===== src/rtl/dac_wave_gen.sv =====
// dac_wave_gen: FIFO-fed 8-bit DAC playback engine paced by a 1 us tick.
// Ports:
//   mclk, reset_n                 clock, asynchronous active-low reset
//   reg_cs/wr/addr/wdata/be       register bus request (addr[3:2] decoded)
//   reg_rdata, reg_ack            registered read data and one-cycle ack
//   pulse1m_mclk                  one-cycle 1 us tick
//   dac_code, dac_update          DAC code and new-sample strobe
//   irq                           level interrupt (low watermark or underflow)
module dac_wave_gen #(
    parameter int FIFO_DEPTH = 8
) (
    input  logic        mclk,
    input  logic        reset_n,
    input  logic        reg_cs,
    input  logic        reg_wr,
    input  logic [7:0]  reg_addr,
    input  logic [31:0] reg_wdata,
    input  logic [3:0]  reg_be,
    output logic [31:0] reg_rdata,
    output logic        reg_ack,
    input  logic        pulse1m_mclk,
    output logic [7:0]  dac_code,
    output logic        dac_update,
    output logic        irq
);
    localparam int AW = $clog2(FIFO_DEPTH);
    localparam logic [1:0] S_IDLE = 2'd0, S_RUN = 2'd1, S_SAMPLE = 2'd2;

    logic [7:0]  r_mem [FIFO_DEPTH];
    logic [AW:0] r_wp, r_rp;
    logic        r_en, r_unf, r_ovf;
    logic [7:0]  r_rate, r_idle_code, r_cnt;
    logic [3:0]  r_low_wm;
    logic [1:0]  r_state;

    logic        w_acc, w_wr, w_rd, w_ctrl_wr, w_data_wr, w_stat_wr, w_idle_wr;
    logic        w_en_nxt, w_flush, w_empty, w_full;
    logic        w_pop_req, w_pop, w_unf_set, w_push_req, w_push, w_ovf_set;
    logic        w_unf_clr, w_ovf_clr, w_unused;
    logic [7:0]  w_rate_nxt, w_reload;
    logic [AW:0] w_level;
    logic [4:0]  w_level5;
    logic [31:0] w_ctrl, w_status, w_rd_data;

    assign w_acc     = reg_cs & ~reg_ack;
    assign w_wr      = w_acc & reg_wr;
    assign w_rd      = w_acc & ~reg_wr;
    assign w_ctrl_wr = w_wr & (reg_addr[3:2] == 2'd0);
    assign w_data_wr = w_wr & (reg_addr[3:2] == 2'd1);
    assign w_stat_wr = w_wr & (reg_addr[3:2] == 2'd2);
    assign w_idle_wr = w_wr & (reg_addr[3:2] == 2'd3);

    // Post-write EN/RATE so that enabling, disabling and reloads act in the write cycle itself
    assign w_en_nxt   = (w_ctrl_wr & reg_be[0]) ? reg_wdata[0] : r_en;
    assign w_rate_nxt = (w_ctrl_wr & reg_be[1]) ? reg_wdata[15:8] : r_rate;
    assign w_reload   = (w_rate_nxt == 8'd0) ? 8'd1 : w_rate_nxt;
    assign w_flush    = w_ctrl_wr & reg_be[0] & reg_wdata[1];

    assign w_level  = r_wp - r_rp;
    assign w_level5 = 5'(w_level);
    assign w_empty  = (r_wp == r_rp);
    assign w_full   = (r_wp[AW] != r_rp[AW]) && (r_wp[AW-1:0] == r_rp[AW-1:0]);

    // Flush overrides both FIFO ports and suppresses the sticky error flags
    assign w_pop_req  = (r_state == S_SAMPLE) & w_en_nxt;
    assign w_pop      = w_pop_req & ~w_empty & ~w_flush;
    assign w_unf_set  = w_pop_req & w_empty & ~w_flush;
    assign w_push_req = w_data_wr & reg_be[0];
    assign w_push     = w_push_req & ~w_flush & (~w_full | w_pop);
    assign w_ovf_set  = w_push_req & ~w_flush & w_full & ~w_pop;
    assign w_unf_clr  = w_stat_wr & reg_be[0] & reg_wdata[2];
    assign w_ovf_clr  = w_stat_wr & reg_be[0] & reg_wdata[3];

    assign w_ctrl    = {12'd0, r_low_wm, r_rate, 7'd0, r_en};
    assign w_status  = {19'd0, w_level5, 4'd0, r_ovf, r_unf, w_full, w_empty};
    assign w_rd_data = (reg_addr[3:2] == 2'd0) ? w_ctrl :
                       (reg_addr[3:2] == 2'd2) ? w_status :
                       (reg_addr[3:2] == 2'd3) ? {24'd0, r_idle_code} : 32'd0;
    assign w_unused  = ^{reg_addr[7:4], reg_addr[1:0], reg_wdata[31:20]};

    always_ff @(posedge mclk) begin
        if (w_push) r_mem[r_wp[AW-1:0]] <= reg_wdata[7:0];
    end

    // Counter reaching 0 moves to SAMPLE on the following cycle; SAMPLE reloads
    always_ff @(posedge mclk or negedge reset_n) begin
        if (!reset_n) begin
            r_state <= S_IDLE;
            r_cnt   <= 8'd0;
        end else if (!w_en_nxt) begin
            r_state <= S_IDLE;
            r_cnt   <= 8'd0;
        end else if (r_state == S_IDLE || r_state == S_SAMPLE) begin
            r_state <= S_RUN;
            r_cnt   <= w_reload;
        end else if (r_cnt == 8'd0) begin
            r_state <= S_SAMPLE;
        end else if (pulse1m_mclk) begin
            r_cnt   <= r_cnt - 8'd1;
        end
    end

    always_ff @(posedge mclk or negedge reset_n) begin
        if (!reset_n) begin
            r_wp        <= '0;
            r_rp        <= '0;
            r_en        <= 1'b0;
            r_rate      <= 8'd0;
            r_low_wm    <= 4'd0;
            r_idle_code <= 8'h80;
            r_unf       <= 1'b0;
            r_ovf       <= 1'b0;
            dac_code    <= 8'h80;
            dac_update  <= 1'b0;
            irq         <= 1'b0;
            reg_ack     <= 1'b0;
            reg_rdata   <= 32'd0;
        end else begin
            r_wp        <= w_flush ? '0 : r_wp + {{AW{1'b0}}, w_push};
            r_rp        <= w_flush ? '0 : r_rp + {{AW{1'b0}}, w_pop};
            r_en        <= w_en_nxt;
            r_rate      <= w_rate_nxt;
            r_low_wm    <= (w_ctrl_wr & reg_be[2]) ? reg_wdata[19:16] : r_low_wm;
            r_idle_code <= (w_idle_wr & reg_be[0]) ? reg_wdata[7:0] : r_idle_code;
            r_unf       <= w_unf_set | (r_unf & ~w_unf_clr);
            r_ovf       <= w_ovf_set | (r_ovf & ~w_ovf_clr);
            dac_code    <= (r_state == S_IDLE) ? r_idle_code : w_pop ? r_mem[r_rp[AW-1:0]] : dac_code;
            dac_update  <= w_pop;
            irq         <= r_en & ((w_level5 <= {1'b0, r_low_wm}) | r_unf);
            reg_ack     <= w_acc;
            reg_rdata   <= w_rd ? w_rd_data : 32'd0;
        end
    end
endmodule


===== config.mk =====
export PLATFORM = sky130hd
export DESIGN_NAME = dac_wave_gen
export DESIGN_NICKNAME = d
export VERILOG_FILES = /design/src/rtl/dac_wave_gen.sv
export SDC_FILE = /design/constraint.sdc
export NUM_CORES = 1
export LEC_CHECK = 0
export CAP_MARGIN = 20
export CELL_PAD_IN_SITES_DETAIL_PLACEMENT = 1
export CELL_PAD_IN_SITES_GLOBAL_PLACEMENT = 2
export CORE_MARGIN = 3
export CORE_UTILIZATION = 37
export DETAILED_ROUTE_END_ITERATION = 10
export GPL_TIMING_DRIVEN = 0
export PLACE_DENSITY_LB_ADDON = 0.25
export SLEW_MARGIN = 5
export SYNTH_ARGS = -nofsm -noshare
export SYNTH_HDL_FRONTEND = slang
export SYNTH_SLANG_ARGS = --single-unit

===== constraint.sdc =====
create_clock -name mclk -period 3.95 [get_ports mclk]
set_input_delay 0.79 -clock mclk [delete_from_list [all_inputs] [get_ports mclk]]
set_output_delay 0.79 -clock mclk [all_outputs]
set_load 0.05 [all_outputs]

Word level (Yosys, flattened, before mapping):

Memories as Yosys holds them, arrays and structs flattened.
Index checks and enable logic that the tools add are counted.

* flip-flop bits (word level): 72
* bits in writable memories: 64
* input bits: 49
* output and inout bits: 43
* logic and storage cells: 99
* memories kept: 1

Memory list
* r_mem: words 8, width 8, read ports 1, clocked after Yosys merged registers in 0, write ports 1, line 29 `logic [7:0] r_mem [FIFO_DEPTH];`

* $add $sub $neg: 4
* order comparisons: 1
* equality and inequality tests: 10
* mux-type cells: 20
* bitwise operators: 40
* reduce and logical (&&, ||, !) cells: 8

Operators by type and width (count)
* $mux 8: 9
* $mux 20: 2
* $and 1x1->1: 28
* $logic_not 8->1: 2
* $mux 12: 1
* $add 4x1->4: 2
* $mux 4: 2
* $not 1->1: 8
* $sub 8x1->8 const B: 1
* $eq 2x2->1 const B: 3
* $mux 2: 3
* $eq 4x4->1: 1
* $le 4x4->1: 1
* $logic_not 2->1: 2
* $or 1x1->1: 4
* $sub 4x4->4: 1
* $eq 3x3->1: 1
* $mux 1: 3
* $ne 3x1->1 const B: 1
* $ne 3x2->1 const B: 1
* $ne 3x3->1 const B: 1
* $eq 2x1->1 const B: 1
* $reduce_and 2->1: 1
* $reduce_bool 2->1: 1
* other kinds (3): 3

Longest topological paths before layout:

Gate-level depths: netlist of the first run.

* depth in word-level cells: 13
* mapped depth: 12
* depth with buffers taken out: 10

Worst setup path before layout of the first run:

No wires, ideal clock.

* path kind: register to register
* from: reg r_rp[1]
* to: mem r_mem[1][0], enable pin
* setup time: 0.383 ns
* arrival: 2.701 ns
* required time: 3.567 ns
* setup slack: 0.865 ns
* stages on the path, launching flop included: 10
* buffers on the path: 2
* clock period less this slack: 3.085 ns
* path through: dfrtp_1 -> clkbuf_1 -> clkbuf_1 -> inv_1 -> ha_1 -> nand3_1 -> nor3_1 -> nor4_1 -> nand2_1 -> nor3_1

* cells in the longest elaborated chain, start to end: 8
* elaborated cells on any way between the ends: 11
* those cells by class: 2 x eq/ne; 2 x mux; 6 x bitwise; 1 x reduce/logical

RTL lines
* start, declared: line 30 `logic [AW:0] r_wp, r_rp;`
* start signal, assigned: line 120 `r_rp <= w_flush ? '0 : r_rp + {{AW{1'b0}}, w_pop};`
* $eq 4x4->1: line 61 `assign w_empty = (r_wp == r_rp);`
* $not 1->1: line 66 `assign w_pop = w_pop_req & ~w_empty & ~w_flush;`
* $and 1x1->1 (2 in a row): line 66
* $or 1x1->1 *: line 69 `assign w_push = w_push_req & ~w_flush & (~w_full | w_pop);`
* $and 1x1->1 *: line 69
* $mux 1 *: line 82 `if (w_push) r_mem[r_wp[AW-1:0]] <= reg_wdata[7:0];`
* $mux 1 (not written as such) *: line 82
* end, declared: line 29

Mark *: on every way between the ends. The rest lies on a longest branch, timed or not.

Final worst setup path of the first run:

* from: reg r_rp[1]
* to: mem r_mem[5][0], enable pin

Same word-level chain as after synthesis.

==> qor.log, run 1 <==
[outcome] result of the run finished clean
[clock_network] number of sinks handled by clock tree synthesis 136
[yosys] synthesized flop and latch total 136
[setup_path] startpoint class of the critical path register
[clock_network] number of buffers added by the clock tree synthesis step 17
[routing] number of violations reported at the end of detailed-routing iteration 0 278
[routing] average wire length per cell after detail routing 19.1 um
[routing] vias post-DR 3791
[timing] portion of the clock cycle consumed by the worst path in the final layout 0.933
[clock_network] root buffer selected by CTS sky130_fd_sc_hd__clkbuf_16
[grt] overall fraction of global-route tracks in use 0.173
[setup_path] sort of element at the end of the critical path register
[clock_network] CTS hold repair buffers 0
[setup_path] required time worst endpoint 4.01 ns
[die] number of top-level pins 92
[yosys] top flip-flop cell by instance count after synthesis sky130_fd_sc_hd__dfrtp_1
[grt] Overflow after GRT 0
[routing] Final Routed Wirelength 14.3 mm
[clock_network] clock latency on the worst-skew pair 0.43 ns
[timing] number of endpoints with negative hold slack in the final report 0
[place] total of buffers placed on input and output ports 59
[clock_network] clock transition time at the flip-flop clock pins of the worst setup and hold paths 0.06 ns
[setup_path] path type of the worst setup path register to register
[timing] shortest clock period the worst path allows after layout 3.69 ns
[cells_and_area] layout overhead on the synthesized area 26.8%
[timing] maximum frequency from static timing analysis 271 MHz
[flow_run] Max Cap Violations 0
[clock_network] CTS Buffer Depth 2
[worst_hold_path] Hold WC Path Type input pin to async pin
[cells_and_area] number of nets in the finished design 589
[yosys] post-synthesis average cell area 13.8 um2
[cells_and_area] commonest non-fill, non-tap cell in the layout sky130_fd_sc_hd__dfrtp_1
[die] Die W 133 um
[die] die area 17800 um2
[cells_and_area] FILL cells 1611
[routing] count of nets left with antenna violations after detail routing 0
[yosys] Post-Syn Instances 435
[timing] max-slew violation count 0
[cells_and_area] share of post-route cells with drive strength above 1 0.200
[die] number of core rows 45
[clock_network] number of H-tree levels 4
[yosys] area of the mapped netlist 6010 um2
[die] DIE HEIGHT 133 um
[routing] mean number of vias per cell 5.05
[yosys] Post-synth EDFFs 64
[grt] vias in the first global route 4151
[timing] endpoints failing setup 0
[grt] pin count of the biggest net entering global routing 44
[routing] total iterations of the first detailed-routing run 4
[cells_and_area] most used cells in the layout excluding fill and tap cells sky130_fd_sc_hd__dfrtp_1, sky130_fd_sc_hd__edfxtp_1, sky130_fd_sc_hd__clkdlybuf4s50_1
[pwr] total power per unit cell area 627 nW/um2
[place] routability congestion estimate from global placement 0.749
[die] area of the core region 15500 um2
[place] detailed-placement wirelength estimate 10.4 mm
[setup_path] worst-path maximum fanout 10
[yosys] async set-or-reset flop fraction in the synthesized netlist 0.529
[timing] clk_skew 0.00621 ns
[grt] global-route wire length before repair 23.6 mm
[yosys] part of the Yosys area used for sequential elements 0.620
[yosys] Syn. warnings 0
[cells_and_area] utilization of the core after routing 0.490
[yosys] number of distinct library cells after synthesis 56
[pwr] largest vdd supply drop 0.340 mV
[pwr] LEAKAGE 0.00319 uW
[clock_network] TritonCTS clock tree done
[grt] number of antenna violations at the first check in global routing 0
[routing] Remaining DRCs 0
[timing] actual transition at the worst max-transition pin 0.665 ns
[setup_path] data arrival time at the worst-slack endpoint 3.74 ns
[cells_and_area] ANT cells 0
[die] starting utilization of the core area 0.386
[pwr] overall power after layout 4770 uW
[timing] worst rel slew slack 0.552
-- power by group --
group | switching, uW | total (uW) | internal (uW)
clock | 672 | 1700 | 1020
sequential | 148 | 1790 | 1650
combinational | 749 | 1280 | 533
total | 1570 | 4770 | 3200
-- per-stage QoR --
step	instances	setup slack, ns	area [um2]	setup TNS, ns	hold slack [ns]
2_1_floorplan	446	0.865	6050	0	0.468
3_3_place_gp	716	-0.843	6900	-58.83	0.494
3_5_place_dp	717	-0.506	6940	-25.90	0.502
4_1_cts	749	0.199	7600	0	0.298
5_1_grt	750	-0.00477	7610	-0.0106	0.312
6_report	750	0.264	7610	0	0.302
-- kinds of logic after synthesis --
group | after synthesis | share of synthesized area
AO/OA/AOI/OAI | 47 | 0.0604
XOR/XNOR | 8 | 0.0117
adder cells (fa/ha/maj) | 14 | 0.0304
buffers and inverters | 51 | 0.0431
flip-flops | 136 | 0.620
multiplexers | 51 | 0.123
other | 1 | 0.000624
AND/OR/NAND/NOR | 127 | 0.111
-- cell type report --
cell class | instances | area [um2] | area share
buffer | 28 | 174 | 0.0228
clock buffer | 17 | 425 | 0.0559
clock inverter | 15 | 206 | 0.0271
inverter | 23 | 86.3 | 0.0113
multi-input combinational | 259 | 2110 | 0.277
sequential | 136 | 3730 | 0.489
tap | 211 | 264 | 0.0347
timing repair buffer | 61 | 621 | 0.0815
-- layer usage --
layer	vias up	wire (um)	global-route usage
li1	1753	-	-
met1	1947	6460	0.231
met2	70	7040	0.280
met3	21	585	0.0412
met4	0	225	0.0554
met5	-	0	0
-- path summary, 6_finish.rpt --
| path | from | endpoint | slack, ns | cells after the start |
|---|---|---|---|---|
| setup / recovery | r_rp[1] | r_mem[5][0] | 0.26 | 9 |
| max in group asynchronous | reset_n | r_cnt[6] | 3.09 | 2 |
| hold reg to reg | r_low_wm[3] | reg_rdata[19] | 0.52 | 1 |
| setup reg to reg | r_rp[1] | r_mem[5][0] | 0.26 | 9 |
| hold / removal | reset_n | reg_rdata[16] | 0.30 | 1 |
| min in group mclk | r_low_wm[3] | reg_rdata[19] | 0.52 | 1 |
-- registers in the layout, summed over array words and instances, names as in the netlist --
signal,flops
r_unf,1
r_rp,4
irq,1
r_low_wm,4
dac_update,1
r_wp,4
r_cnt,8
dac_code,8
r_mem,64
reg_rdata,20
r_idle_code,8
r_state,2
r_ovf,1
reg_ack,1
r_en,1
r_rate,8
-- cell usage after synthesis, types with 2 or more instances --
cell	n	share of area
sky130_fd_sc_hd__clkbuf_1	7	0.0044
sky130_fd_sc_hd__ha_1	13	0.027
sky130_fd_sc_hd__o21ai_0	8	0.0067
sky130_fd_sc_hd__inv_1	22	0.014
sky130_fd_sc_hd__a21oi_1	6	0.0050
sky130_fd_sc_hd__mux2i_1	21	0.035
sky130_fd_sc_hd__o32ai_1	5	0.0073
sky130_fd_sc_hd__nor3b_1	2	0.0025
sky130_fd_sc_hd__nor4_1	6	0.0063
sky130_fd_sc_hd__and3_1	10	0.010
sky130_fd_sc_hd__buf_2	3	0.0025
sky130_fd_sc_hd__and3b_1	2	0.0029
sky130_fd_sc_hd__o211ai_1	9	0.011
sky130_fd_sc_hd__xnor2_1	6	0.0087
sky130_fd_sc_hd__nor3_1	7	0.0058
sky130_fd_sc_hd__edfxtp_1	64	0.32
sky130_fd_sc_hd__nand2b_1	5	0.0052
sky130_fd_sc_hd__mux2_2	12	0.023
sky130_fd_sc_hd__dfstp_2	2	0.0087
sky130_fd_sc_hd__mux2_4	2	0.0050
sky130_fd_sc_hd__and2_1	10	0.010
sky130_fd_sc_hd__xor2_1	2	0.0029
sky130_fd_sc_hd__nand2_1	23	0.014
sky130_fd_sc_hd__dfrtp_1	70	0.29
sky130_fd_sc_hd__nor2_1	31	0.019
sky130_fd_sc_hd__nand3_1	14	0.012
sky130_fd_sc_hd__a31oi_1	2	0.0021
sky130_fd_sc_hd__clkbuf_2	3	0.0025
sky130_fd_sc_hd__nand3b_1	2	0.0025
sky130_fd_sc_hd__o21a_1	7	0.0087
sky130_fd_sc_hd__buf_4	14	0.017
sky130_fd_sc_hd__nor2b_1	6	0.0063
sky130_fd_sc_hd__mux4_2	16	0.060
-- worst max-delay path: stages (launching register included) --
cell and delay (ns):
sky130_fd_sc_hd__dfrtp_1 0.42, sky130_fd_sc_hd__clkbuf_1 0.49, sky130_fd_sc_hd__clkbuf_2 0.42, sky130_fd_sc_hd__inv_1 0.09, sky130_fd_sc_hd__ha_1 0.32, sky130_fd_sc_hd__nand3_1 0.11
sky130_fd_sc_hd__nor3_1 0.09, sky130_fd_sc_hd__nor4_2 0.51, sky130_fd_sc_hd__nand2_1 0.32, sky130_fd_sc_hd__nor2_2 0.54
-- repair_timing --
action,4_1_cts,5_1_grt
pin swaps,0,0
setup buffers,0,0
gates resized for setup,10,1
endpoints found under the setup margin,64,8
hold endpoints to repair,0,0
No activity file was read; power rests on OpenSTA's default activity.
==> run 2, diff against run 1 <==
--- a/config.mk
+++ b/config.mk
@@ -12,7 +12,8 @@
 export CORE_UTILIZATION = 37
 export DETAILED_ROUTE_END_ITERATION = 10
 export GPL_TIMING_DRIVEN = 0
-export PLACE_DENSITY_LB_ADDON = 0.25
+export PLACE_DENSITY = 0.89
+export RECOVER_POWER = 25
 export SLEW_MARGIN = 5
 export SYNTH_ARGS = -nofsm -noshare
 export SYNTH_HDL_FRONTEND = slang
==> run 2 against run 1 <==
The flow now finishes with violations (capacitance limit, slew limit); cell count is 0.13% lower; clock-buffer cell count stayed put; sequential power hardly changed.
==> qor.log, run 2 (synthesized netlist as in run 1, its figures left out) <==
[outcome] result of the run finished with violations
[outcome] violations in the final reports capacitance limit, slew limit
[routing] number of violations reported at the end of detailed-routing iteration 0 191 [-31%]
[setup_path] path type of the worst setup path register to register
[worst_hold_path] beginning of the worst hold path r_rate[7]
[die] DIE HEIGHT 133 um [unchanged]
[routing] Remaining DRCs 0 [unchanged]
[timing] number of endpoints with negative hold slack in the final report 0 [unchanged]
[clock_network] TritonCTS clock tree done
[place] total of buffers placed on input and output ports 59 [unchanged]
[routing] average wire length per cell after detail routing 18.1 um [-5.0%]
[timing] final critical-path setup slack 0.174 ns [-0.0896 ns]
[setup_path] launch point of the critical path r_rp[1]
[timing] portion of the clock cycle consumed by the worst path in the final layout 0.956 [+0.0227]
[cells_and_area] Largest register FFs 64 [unchanged]
[timing] max-slew violation count 31 [+31]
[place] placement-stage worst setup slack -0.399 ns [+0.107 ns]
[cells_and_area] utilization of the core after routing 0.484 [-0.00596]
[pwr] largest vdd supply drop 0.326 mV [-4.2%]
[setup_path] data arrival time at the worst-slack endpoint 3.83 ns [+0.09 ns]
[timing] RSZ-0062 raised after global routing yes
[routing] vias post-DR 3804 [+0.34%]
[routing] total iterations of the first detailed-routing run 5 [+1]
[clock_network] number of buffers added by the clock tree synthesis step 17 [unchanged]
[clock_network] clock latency on the worst-skew pair 0.42 ns [about the same]
[pwr] share of total power consumed by net switching 0.337 [+0.00836]
[pwr] portion of total power attributed to combinational logic 0.275 [+0.006]
[setup_path] required time worst endpoint 4.00 ns [about the same]
[timing] final-layout worst hold slack 0.516 ns [+0.214 ns]
[cells_and_area] most used cells in the layout excluding fill and tap cells sky130_fd_sc_hd__dfrtp_1, sky130_fd_sc_hd__edfxtp_1, sky130_fd_sc_hd__clkdlybuf4s50_1
[die] number of core rows 45 [unchanged]
[grt] number of antenna violations at the first check in global routing 0 [unchanged]
[cells_and_area] commonest non-fill, non-tap cell in the layout sky130_fd_sc_hd__dfrtp_1
[setup_path] depth of the worst register-to-register path 9 [unchanged]
[clock_network] root buffer selected by CTS sky130_fd_sc_hd__clkbuf_16
[setup_path] startpoint class of the critical path register
[clock_network] clock transition time at the flip-flop clock pins of the worst setup and hold paths 0.06 ns [about the same]
[place] routability congestion estimate from global placement 0.815 [+8.9%]
[routing] uppermost routed layer met4
[pwr] clock network power share 0.340 [-0.015]
[pwr] switching power 1570 uW [about the same]
[timing] clk_skew 0.0109 ns [+0.00469 ns]
[setup_path] sort of element at the end of the critical path register
[cells_and_area] FILL cells 1625 [+0.87%]
[die] number of top-level pins 92 [unchanged]
[clock_network] CTS Buffer Depth 2 [unchanged]
[worst_hold_path] depth of the worst hold-timing path 1
[routing] amount of wire on met2 after detailed routing 6.81 mm [-3.3%]
[routing] count of nets left with antenna violations after detail routing 0 [unchanged]
[cells_and_area] share of post-route cells with drive strength above 1 0.186 [-0.0145]
[cells_and_area] layout overhead on the synthesized area 25.2%
[flow_run] Max Cap Violations 1 [+1]
[setup_path] reg2reg end r_mem[6][6]
[cells_and_area] number of nets in the finished design 588 [-0.17%]
[setup_path] worst-path maximum fanout 10 [unchanged]
[worst_hold_path] terminating pin of the worst hold path reg_rdata[15]
[timing] maximum frequency from static timing analysis 265 MHz [-2.4%]
[timing] shortest clock period the worst path allows after layout 3.78 ns [+0.0896 ns]
[pwr] total power per unit cell area 619 nW/um2 [-1.3%]
[timing] actual transition at the worst max-transition pin 1.67 ns [+1.00 ns]
[place] Post-DP Area 6920 um2 [-0.25%]
[routing] mean number of vias per cell 5.08 [+0.48%]
[grt] Overflow after GRT 0 [unchanged]
[pwr] LEAKAGE 0.00316 uW [-0.89%]
[timing] Final TNS setup 0 ns [unchanged]
[cells_and_area] ANT cells 0 [unchanged]
[die] Die W 133 um [unchanged]
[timing] worst rel slew slack -0.111 [-0.664]
[routing] wire length the detailed router placed on met1 6.00 mm [-7.1%]
[pwr] cell internal power dissipation 3080 uW [-3.7%]
[routing] Final Routed Wirelength 13.6 mm [-5.1%]
[grt] overall fraction of global-route tracks in use 0.161 [-0.0120]
[pwr] proportion of power drawn by flip-flops and latches 0.385 [+0.009]
[place] detailed-placement wirelength estimate 10.0 mm [-3.6%]
[setup_path] r2r setup slk 0.17 ns [-0.09 ns]
[clock_network] number of sinks handled by clock tree synthesis 136 [unchanged]
[worst_hold_path] Hold WC Path Type register to register
[die] area of the core region 15500 um2 [unchanged]
[grt] global-route wire length before repair 22.1 mm [-6.1%]
[clock_network] CTS hold repair buffers 0 [unchanged]
[cells_and_area] fin area 7520 um2 [-1.2%]
[die] die area 17800 um2 [unchanged]
[clock_network] number of H-tree levels 4 [unchanged]
[grt] vias in the first global route 4182 [+0.75%]
[grt] pin count of the biggest net entering global routing 44 [unchanged]
[timing] endpoints failing setup 0 [unchanged]
[routing] met3 wire length 570 um [-2.6%]
[die] starting utilization of the core area 0.386 [unchanged]
[setup_path] source of the worst register-to-register timing path r_rp[1]
run 2: worst max-delay path by stage:
stage | end | cells after the start
2_1_floorplan | r_mem[1][0] | 9
3_3_place_gp | dac_code[5] | 1
3_5_place_dp | r_mem[0][6] | 9
4_1_cts | r_mem[7][2] | 9
5_1_grt | r_mem[7][2] | 9
6_report | r_mem[6][6] | 9
run 2: per-stage QoR:
step                      cells  power, uW
after global placement      716       3040
after detailed placement    717       3090
after CTS                   749       4700
final                       749       4650
after floorplan             446       2680
after global routing        749       4900
run 2: repair_timing:
action / 4_1_cts / 5_1_grt
gates cloned: 0 / 0
setup endpoints to repair: 56 / 64
resized for setup: 3 / 1
setup buffers: 0 / 0
run 2: routing by layer:
layer  vias up  GRT usage
li1       1751          -
met4         0     0.0629
met1      1944      0.205
met3        16     0.0374
met5         -          0
met2        93      0.267
run 2: worst max-delay path: stages, from the launching register on:
cell	delay, ns
sky130_fd_sc_hd__dfrtp_1	0.41
sky130_fd_sc_hd__clkbuf_1	0.42
sky130_fd_sc_hd__clkbuf_1	0.55
sky130_fd_sc_hd__inv_1	0.12
sky130_fd_sc_hd__ha_1	0.34
sky130_fd_sc_hd__nand3_1	0.11
sky130_fd_sc_hd__nor3_1	0.09
sky130_fd_sc_hd__nor4_2	0.49
sky130_fd_sc_hd__nand2_1	0.24
sky130_fd_sc_hd__nor2_1	0.64
run 2: layout make-up:
| class | instances | area, um2 | area share |
|---|---|---|---|
| sequential | 136 | 3730 | 0.495 |
| multi-input combinational | 259 | 2080 | 0.277 |
| timing repair buffer | 60 | 589 | 0.0784 |
| clock buffer | 17 | 425 | 0.0566 |
| tap | 211 | 264 | 0.0351 |
| clock inverter | 15 | 176 | 0.0235 |
| buffer | 28 | 173 | 0.0230 |
| inverter | 23 | 86.3 | 0.0115 |
run 2: power by group through the flow:
stage / logic, uW / registers, uW / clock network, uW
6_report: 1280 / 1790 / 1580
5_1_grt: 1410 / 1810 / 1680
4_1_cts: 1290 / 1790 / 1620
3_5_place_dp: 1280 / 1810 / 0
3_3_place_gp: 1230 / 1810 / 0
2_1_floorplan: 734 / 1950 / 0
